[config.mk]
export PLATFORM = sky130hd
export DESIGN_NAME = cp0
export DESIGN_NICKNAME = d
export VERILOG_FILES = /design/src/rtl/cp0.sv
export SDC_FILE = /design/constraint.sdc
export NUM_CORES = 1
export LEC_CHECK = 0
export CORE_UTILIZATION = 30
export DETAILED_ROUTE_END_ITERATION = 8
export SKIP_CTS_REPAIR_TIMING = 1
export SYNTH_ARGS = -nofsm -noshare
export SYNTH_HDL_FRONTEND = slang
export SYNTH_SLANG_ARGS = --single-unit
[constraint.sdc]
create_clock -name clk -period 1.69 [get_ports clk]
set_input_delay 0.2535 -clock clk [delete_from_list [all_inputs] [get_ports clk]]
set_output_delay 0.2535 -clock clk [all_outputs]
set_load 0.01 [all_outputs]
[src/rtl/cp0.sv]
// rtl/cp0.sv - MIPS coprocessor-0 exception/interrupt controller (optional PRId via CP0_PRID_EN)
module cp0 #(
   parameter logic [31:0] PRID_VALUE = 32'h2022_0707
) (
   input  logic        clk,
   input  logic        reset,
   input  logic        en,
   input  logic [4:0]  addr,
   input  logic [31:0] din,
   input  logic [31:0] VPC,
   input  logic        BDIn,
   input  logic [4:0]  ExcCodeIn,
   input  logic [5:0]  HWInt,
   input  logic        EXLClr,
   output logic [31:0] dout,
   output logic [31:0] EPCOut,
   output logic        Req
);

   localparam logic [4:0] ADDR_SR    = 5'd12;
   localparam logic [4:0] ADDR_CAUSE = 5'd13;
   localparam logic [4:0] ADDR_EPC   = 5'd14;

   // SR fields
   logic [5:0]  im;
   logic        exl;
   logic        ie;
   // Cause fields
   logic        bd;
   logic [5:0]  ip;
   logic [4:0]  exc_code;
   // EPC
   logic [31:0] epc;

   logic        int_req;
   logic        exc_req;
   logic [31:0] pc_word;

   // request is gated by reset so an exception code seen during reset never redirects
   always_comb begin
      int_req = (|(HWInt & im)) & ie & ~exl & reset;
      exc_req = (ExcCodeIn != 5'd0) & ~exl & reset;
      Req     = int_req | exc_req;
      pc_word = {VPC[31:2], 2'b00};
   end

   assign EPCOut = epc;

`ifdef CP0_PRID_EN
   logic unused_bits;
   assign unused_bits = ^VPC[1:0];
`else
   logic unused_bits;
   assign unused_bits = ^{VPC[1:0], PRID_VALUE};
`endif

   // mfc0 read mux
   always_comb begin
      dout = 32'd0;
      case (addr)
         ADDR_SR:    dout = {16'd0, im, 8'd0, exl, ie};
         ADDR_CAUSE: dout = {bd, 15'd0, ip, 3'd0, exc_code, 2'd0};
         ADDR_EPC:   dout = epc;
`ifdef CP0_PRID_EN
         5'd15:      dout = PRID_VALUE;
`endif
         default:    dout = 32'd0;
      endcase
   end

   // state update: taken request > eret > mtc0
   always_ff @(posedge clk or negedge reset) begin
      if (!reset) begin
         im       <= 6'd0;
         exl      <= 1'b0;
         ie       <= 1'b0;
         bd       <= 1'b0;
         ip       <= 6'd0;
         exc_code <= 5'd0;
         epc      <= 32'd0;
      end else begin
         ip <= HWInt;
         if (Req) begin
            exl      <= 1'b1;
            bd       <= BDIn;
            exc_code <= int_req ? 5'd0 : ExcCodeIn;
            epc      <= BDIn ? (pc_word - 32'd4) : pc_word;
         end else begin
            if (en && addr == ADDR_SR) begin
               im  <= din[15:10];
               ie  <= din[0];
               exl <= din[1] & ~EXLClr;
            end else if (EXLClr) begin
               exl <= 1'b0;
            end
            if (en && addr == ADDR_EPC) begin
               epc <= din;
            end
         end
      end
   end

endmodule

# After elaboration in Yosys (flattened, before gate mapping)
# Cells that the tools add are included.
# word_totals
in_bits,85
output_inout_bits,65
wordCells,37
reg_bits,52
# op_classes
muxes,8
n_bitwise,11
add_sub_neg,1
reduce_logical,7
eq_ne,3
# op_table
op,count
32-bit two-way mux,3
32-bit case mux with 3 select lines,1
32-bit by 3-bit subtractor with 32-bit output (second input constant),1
5-bit by 4-bit equality test with 1-bit output (second input constant),3
1-bit bitwise AND,6
6-bit bitwise AND,1
6-bit OR reduction,1
5-bit two-way mux,1
5-bit nonzero test,1
1-bit two-way mux,3
1-bit inverter,3
3-bit nonzero test,1
1-bit logical AND,2
2-bit AND reduction,1
2-bit nonzero test,1
1-bit bitwise OR,1

# Depth between registers and ports, before layout
# Gate-level depths: netlist (run 1).
# logic_depth
word_depth,8
mapped_depth,7

# Least setup slack after synthesis (run 1)
# Ideal clock, no wire load.
# synth_timing
kind,input -> register
start,input VPC[26]
end,"register epc[30], in the netlist EPCOut[30]"
arrival_time_ns,1.873
setup_slack_ns,-0.261
stages,5
n_path_buf,0
path_cell_list,or4_4 or4_4 or3b_1 xor2_1 a21oi_1
# synth_via
elab_chain_cells,3
# synth_lines
element,line_no,rtl
start: declaration,10,"input logic [31:0] VPC,"
32-bit by 3-bit subtractor with 32-bit output,87,epc <= BDIn ? (pc_word - 32'd4) : pc_word;
32-bit two-way mux,87,
32-bit two-way mux,83,if (Req) begin
end signal: assignment,87,
end signal: assignment,97,epc <= din;
end: declaration,33,logic [31:0] epc;
# No other way between the ends.
# A chain may end at the register's enable or synchronous reset.

# Final worst setup path (run 1)
# layout_timing
start,input VPC[24]
end,"register epc[30], in the netlist EPCOut[30]"
# The elaborated chain is that of the path after synthesis.

==> impl_metrics.env, run 1 <==
export IMPL_critPathTopFamily="simple AND/OR/NAND/NOR gates"
export IMPL_finalWorstSetupSlack_ns=-0.190
export IMPL_dr_pass1_iters=4
export IMPL_skew_ns=0.0119
export IMPL_fin_util_pct=57.6
export IMPL_worstMarginPinSlew_ns=0.692
export IMPL_clockRootBuffer="clkbuf_8"
export IMPL_critPathKind="input pin to flop"
export IMPL_drt_iter0_drc=109
export IMPL_crit_buf_inv=1
export IMPL_peakVddDrop_uv=377
export IMPL_p_leak_nw=2.55
export IMPL_netlist_instances=319
export IMPL_powerDensity_nw_per_um2=696
export IMPL_maxClockFrequency_mhz=532
export IMPL_yosysSeqAreaShare_pct=42.4
export IMPL_h_tree_depth=2
export IMPL_cp_common_cell="or4_4"
export IMPL_start_util_pct=31.1
export IMPL_cts_tree="yes"
export IMPL_max_stage_delay_ns=0.54
export IMPL_ys_warn_count=0
export IMPL_gp_congestion=0.808
export IMPL_ys_types=43
export IMPL_die_w_um=103
export IMPL_synth_net_count=405
export IMPL_drt_wl_total_um=11200
export IMPL_clk_latency_ns=0.31
export IMPL_synthXorXnorAreaFrac_pct=7.13
export IMPL_crit_arrival_ns=2.11
export IMPL_synth_simple_area_share_pct=21.8
export IMPL_grt_first_pass_wirelength_um=16200
export IMPL_period_needed_ns=1.88
export IMPL_rows=36
export IMPL_drc_errors=0
export IMPL_ctsLongestPathBuffers=2
export IMPL_layout_nets=621
export IMPL_grt_max_degree=53
export IMPL_core_area_um2=9860
export IMPL_dpl_hpwl_um=7810
export IMPL_cap_violations=0
export IMPL_totalPowerFinal_w=0.00396
export IMPL_layoutNonFillerInstCount=670
export IMPL_min_path_type="input pin to asynchronous set/reset pin"
export IMPL_cts_sinks=52
export IMPL_violations="setup timing"
export IMPL_ys_seq_elements=52
export IMPL_synth_compound_area_share_pct=18.6
export IMPL_crit_fanout=3
export IMPL_numCtsBuffers=5
export IMPL_place_port_buffers=147
export IMPL_vias_per_cell=4.92
export IMPL_ys_top_cells_by_area="dfrtp_1 (42%), xnor2_1 (5.7%), a211oi_1 (5.4%), nor2b_1 (4.9%), a22o_1 (3.7%)"
export IMPL_antenna_found_initial=1
export IMPL_hold_viol=0
export IMPL_syn2layout_area_growth_pct=85.1
export IMPL_synthesis_area_um2=3070
export IMPL_die_y_um=103
export IMPL_worstSetupEndpointType="flop"
export IMPL_synth_top_area_cell="dfrtp_1"
export IMPL_grt_pass1_vias=3264
export IMPL_crit_slowest_cell="or4_4"
export IMPL_wl_per_cell_um=16.7
export IMPL_synth_fa_ha_area_share_pct=0.407
export IMPL_drv_slew=0
export IMPL_grt_setup_unrepaired="yes"
export IMPL_setup_viol=42
export IMPL_required_ns=1.92
export IMPL_fill_cells=867
export IMPL_overflow=0
export IMPL_track_usage_pct=19.9
export IMPL_syn_area_per_cell_um2=9.63
export IMPL_drive_above_1_share_pct=35.4
export IMPL_vias=3295
export IMPL_fin_crit_sh_pct=111
export IMPL_max_slew_margin_pct=53.9
export IMPL_status="finished, violations left"
export IMPL_io_pins=150
export IMPL_synth_area_mux_share_pct=6.15
export IMPL_dp_slack_ns=-0.758
export IMPL_dieArea_um2=10600
export IMPL_yosys_area_top_type_share_pct=42.4
export IMPL_dp_cells=645
export IMPL_startpoint_type="input pin"
export IMPL_synth_top_family_by_area="simple AND/OR/NAND/NOR gates"
export IMPL_path_clk_slew_ns=0.11
export IMPL_holdWs_ns=0.128
export IMPL_crit_chain="buf_6, or4_4, or4_4, or3b_4, xor2_1, a21oi_1"
export IMPL_antenna_left=0
export IMPL_final_seq_area_um2=1300
export IMPL_multi_input_area_um2=1910
-- layer usage --
layer	vias up	GRT usage [%]	part of all wire (%)
met2	105	33.6	48
met4	0	3.25	0.49
met1	1587	27.1	46
li1	1599	-	-
met3	4	3.43	5.4
met5	-	0	0
-- final cells by class --
type | instances | share of cell area, %
Multi-Input combinational cell | 239 | 33.7
Antenna cell | 1 | 0.0440
Clock inverter | 3 | 0.374
Inverter | 10 | 0.660
Tap cell | 133 | 2.93
Clock buffer | 5 | 1.21
Timing Repair Buffer | 227 | 38.2
Sequential cell | 52 | 22.9
-- registers in the layout (all words and copies together) (netlist names) --
| signal | count |
|---|---|
| exc_code | 5 |
| bd | 1 |
| ie | 1 |
| im | 6 |
| exl | 1 |
| ip | 6 |
| EPCOut | 32 |
-- placed cells by master (no fill, tap or decap), types with 3 or more instances in the layout --
master and count:
a211oi_1 7, a211oi_2 15, a21oi_1 20, a222oi_1 6, a22o_1 13, a22oi_2 3
and2_1 5, and2_4 13, buf_12 5, buf_2 17, buf_4 64, buf_6 20
clkbuf_16 3, clkbuf_2 9, clkbuf_8 5, clkdlybuf4s50_1 82, dfrtp_1 52, dlymetal6s2s_1 25
inv_1 9, mux2_4 7, mux2i_1 11, nand2_1 15, nand3b_1 3, nor2_1 9
nor2b_1 24, nor3_1 8, nor3_2 6, nor3b_4 3, nor4_1 6, o21ai_0 6
xnor2_1 20, xor2_1 5
-- through the flow --
| stage | setup TNS (ns) | instance area (um^2) |
|---|---|---|
| after floorplan | -0.528 | 3080 |
| after detailed placement | -42.90 | 5170 |
| after global placement | -41.69 | 5170 |
| after global routing | -5.69 | 5690 |
| after CTS | -29.61 | 5260 |
| final | -1.88 | 5690 |
-- synth_stat cells, drive strengths merged --
| cell type | count |
|---|---|
| dfrtp | 52 |
| nor2b | 24 |
| a211oi | 22 |
| a21oi | 20 |
| xnor2 | 20 |
| and2 | 18 |
| clkbuf | 16 |
| nand2 | 16 |
| nor3 | 14 |
| a22o | 13 |
| mux2i | 11 |
| nor2 | 11 |
| inv | 10 |
| o21ai | 9 |
| mux2 | 7 |
| nor4 | 7 |
| a222oi | 6 |
| a22oi | 5 |
| or3 | 5 |
| xor2 | 5 |
| or4 | 4 |
| a31oi | 3 |
| nand3b | 3 |
| nor3b | 3 |
| buf | 2 |
| nand3 | 2 |
| nor4b | 2 |
| and3 | 1 |
| ha | 1 |
| nand4 | 1 |
| nand4b | 1 |
| o211ai | 1 |
| o21a | 1 |
| o31ai | 1 |
| o41ai | 1 |
| or3b | 1 |
-- final timing paths --
check | end | depth (start not counted) | slack (ns) | startpoint
max in group asynchronous | ip[2] | 2 | 1.11 | reset
min | EPCOut[12] | 2 | 0.13 | reset
min in group clk | EPCOut[26] | 3 | 0.26 | VPC[26]
max | EPCOut[30] | 6 | -0.19 | VPC[24]
max reg2reg | ie | 7 | -0.07 | im[3]
min reg2reg | bd | 2 | 0.50 | bd
-- worst register-to-register path, cell delays in order (launching register included) --
cell	delay [ns]
dfrtp_1	0.42
a22oi_2	0.27
a31oi_4	0.14
o21ai_2	0.18
inv_2	0.10
nor2_4	0.11
buf_12	0.14
mux2_4	0.29
-- logic make-up after synthesis --
kind of cell / Yosys count
buffers and inverters: 28
flip-flops: 52
AO/OA/AOI/OAI: 82
multiplexers: 18
AND/OR/NAND/NOR: 113
adder cells (fa/ha/maj): 1
XOR/XNOR: 25
-- where the power goes --
| group | switching, W | internal, W | leakage [nW] | total, W |
|---|---|---|---|---|
| registers | 0.000190 | 0.00149 | 0.613 | 0.00168 |
| clock network | 0.000448 | 0.000295 | 0.0445 | 0.000743 |
| logic | 0.000619 | 0.000921 | 1.90 | 0.00154 |
No activity file was read; power rests on OpenSTA's default activity.
==> run 2, diff against run 1 <==
--- a/config.mk
+++ b/config.mk
@@ -7,6 +7,7 @@
 export LEC_CHECK = 0
 export CORE_UTILIZATION = 30
 export DETAILED_ROUTE_END_ITERATION = 8
+export HOLD_SLACK_MARGIN = 0.1
 export SKIP_CTS_REPAIR_TIMING = 1
 export SYNTH_ARGS = -nofsm -noshare
 export SYNTH_HDL_FRONTEND = slang
==> results of run 2 <==
Same layout as run 1: the final DEF is identical, and so are final timing and power.
==> run 3, diff against run 2 <==
--- a/config.mk
+++ b/config.mk
@@ -6,6 +6,7 @@
 export NUM_CORES = 1
 export LEC_CHECK = 0
 export CORE_UTILIZATION = 30
+export CTS_BUF_LIST = sky130_fd_sc_hd__clkbuf_16
 export DETAILED_ROUTE_END_ITERATION = 8
 export HOLD_SLACK_MARGIN = 0.1
 export SKIP_CTS_REPAIR_TIMING = 1
==> impl_metrics.env, run 3 (synthesized netlist as in run 1, its figures left out) <==
export IMPL_status="finished, violations left"
export IMPL_die_y_um=103
export IMPL_worstSetupEndpointType="flop"
export IMPL_dr_pass1_iters=7
export IMPL_h_tree_depth=2
export IMPL_path_clk_slew_ns=0.08
export IMPL_holdWs_ns=0.169
export IMPL_start_util_pct=31.1
export IMPL_core_area_um2=9860
export IMPL_period_needed_ns=1.90
export IMPL_min_path_type="input pin to asynchronous set/reset pin"
export IMPL_hold_viol=0
export IMPL_crit_chain="buf_6, or4_4, or4_4, or3b_4, xor2_1, a21oi_1"
export IMPL_largest_register_ffs=32
export IMPL_track_usage_pct=19.8
export IMPL_layout_nets=626
export IMPL_vias_per_cell=4.97
export IMPL_drc_errors=0
export IMPL_drt_wl_total_um=11500
export IMPL_setup_viol=47
export IMPL_crit_arrival_ns=2.11
export IMPL_maxClockFrequency_mhz=527
export IMPL_clk_latency_ns=0.29
export IMPL_grtUsageMet1_pct=27.2
export IMPL_max_slew_margin_pct=52.9
export IMPL_wl_per_cell_um=17.0
export IMPL_fin_util_pct=59.5
export IMPL_drv_slew=0
export IMPL_critPathKind="input pin to flop"
export IMPL_gp_congestion=0.808
export IMPL_cp_num_cells=6
export IMPL_final_cell_mix="clkdlybuf4s50_1 (82), buf_4 (65), dfrtp_1 (52)"
export IMPL_dieArea_um2=10600
export IMPL_ctsLongestPathBuffers=2
export IMPL_cts_sinks=52
export IMPL_crit_slowest_cell="or4_4"
export IMPL_grt_max_degree=53
export IMPL_peakVddDrop_uv=545
export IMPL_crit_buf_inv=1
export IMPL_die_w_um=103
export IMPL_startpoint_type="input pin"
export IMPL_overflow=0
export IMPL_required_ns=1.90
export IMPL_clockRootBuffer="clkbuf_16"
export IMPL_cap_violations=0
export IMPL_fill_cells=856
export IMPL_critPathTopFamily="simple AND/OR/NAND/NOR gates"
export IMPL_dpl_hpwl_um=7810
export IMPL_reg2reg_depth=7
export IMPL_drt_iter0_drc=120
export IMPL_p_leak_nw=2.62
export IMPL_met2_usage_pct=33.5
export IMPL_place_port_buffers=147
export IMPL_cp_common_cell="or4_4"
export IMPL_grt_pass1_vias=3268
export IMPL_io_pins=150
export IMPL_vias=3355
export IMPL_grt_setup_unrepaired="yes"
export IMPL_dp_slack_ns=-0.758
export IMPL_violations="setup timing"
export IMPL_regToRegSetupSlack_ns=-0.09
export IMPL_fin_crit_sh_pct=112
export IMPL_powerDensity_nw_per_um2=737
export IMPL_gr_usage_met3_pct=2.82
export IMPL_r2r_start="im[3]"
export IMPL_finalWorstSetupSlack_ns=-0.208
export IMPL_antenna_found_initial=0
export IMPL_grt_first_pass_wirelength_um=16200
export IMPL_crit_fanout=3
export IMPL_cts_tree="yes"
export IMPL_worstMarginPinSlew_ns=0.706
export IMPL_timing_rr_end="im[2]"
export IMPL_drive_above_1_share_pct=37.5
export IMPL_top_usage_layer="met2"
export IMPL_rows=36
export IMPL_final_common_cell="clkdlybuf4s50_1"
export IMPL_skew_ns=0.00734
export IMPL_max_stage_delay_ns=0.54
export IMPL_syn2layout_area_growth_pct=91.2
export IMPL_numCtsBuffers=5
export IMPL_antenna_left=0
run 3: changes by cell type in the layout (fill, tap and decap cells not counted), sizes merged:
cell    change
clkbuf      +3
buf         +2
run 3: power by group:
part | total, W | internal (W) | leakage, nW | switching, W
clock | 0.00103 | 0.000553 | 0.0702 | 0.000477
sequential | 0.00168 | 0.00149 | 0.613 | 0.000190
combinational | 0.00162 | 0.000964 | 1.94 | 0.000658
run 3: area by class of cell:
cell class	instances	area, um^2	share of cell area, %
Antenna cell	1	2.50	0.0426
Clock buffer	5	125	2.13
Clock inverter	3	21.3	0.362
Inverter	10	40.0	0.682
Multi-Input combinational cell	239	1960	33.4
Sequential cell	52	1300	22.2
Tap cell	133	166	2.83
Timing Repair Buffer	232	2250	38.4
run 3: worst max-delay path by stage:
| stage | start | end |
|---|---|---|
| after floorplan | VPC[26] | EPCOut[30] |
| after global placement | VPC[26] | EPCOut[30] |
| after detailed placement | VPC[26] | EPCOut[30] |
| after CTS | addr[4] | dout[26] |
| after global routing | VPC[24] | EPCOut[30] |
| final | VPC[24] | EPCOut[30] |
run 3: through the flow:
step	power [W]	area [um^2]	cells	TNS [ns]
6_report	0.00433	5870	675	-3.07
3_3_place_gp	0.00306	5170	645	-41.69
2_1_floorplan	0.00219	3080	319	-0.528
4_1_cts	0.00412	5320	653	-30.27
5_1_grt	0.00458	5870	674	-6.24
3_5_place_dp	0.00308	5170	645	-42.90
run 3: per-layer routing:
layer,routed length (um),vias up
li1,-,1607
met1,5200,1634
met2,5610,110
met3,607,4
met4,53,0
met5,0,-
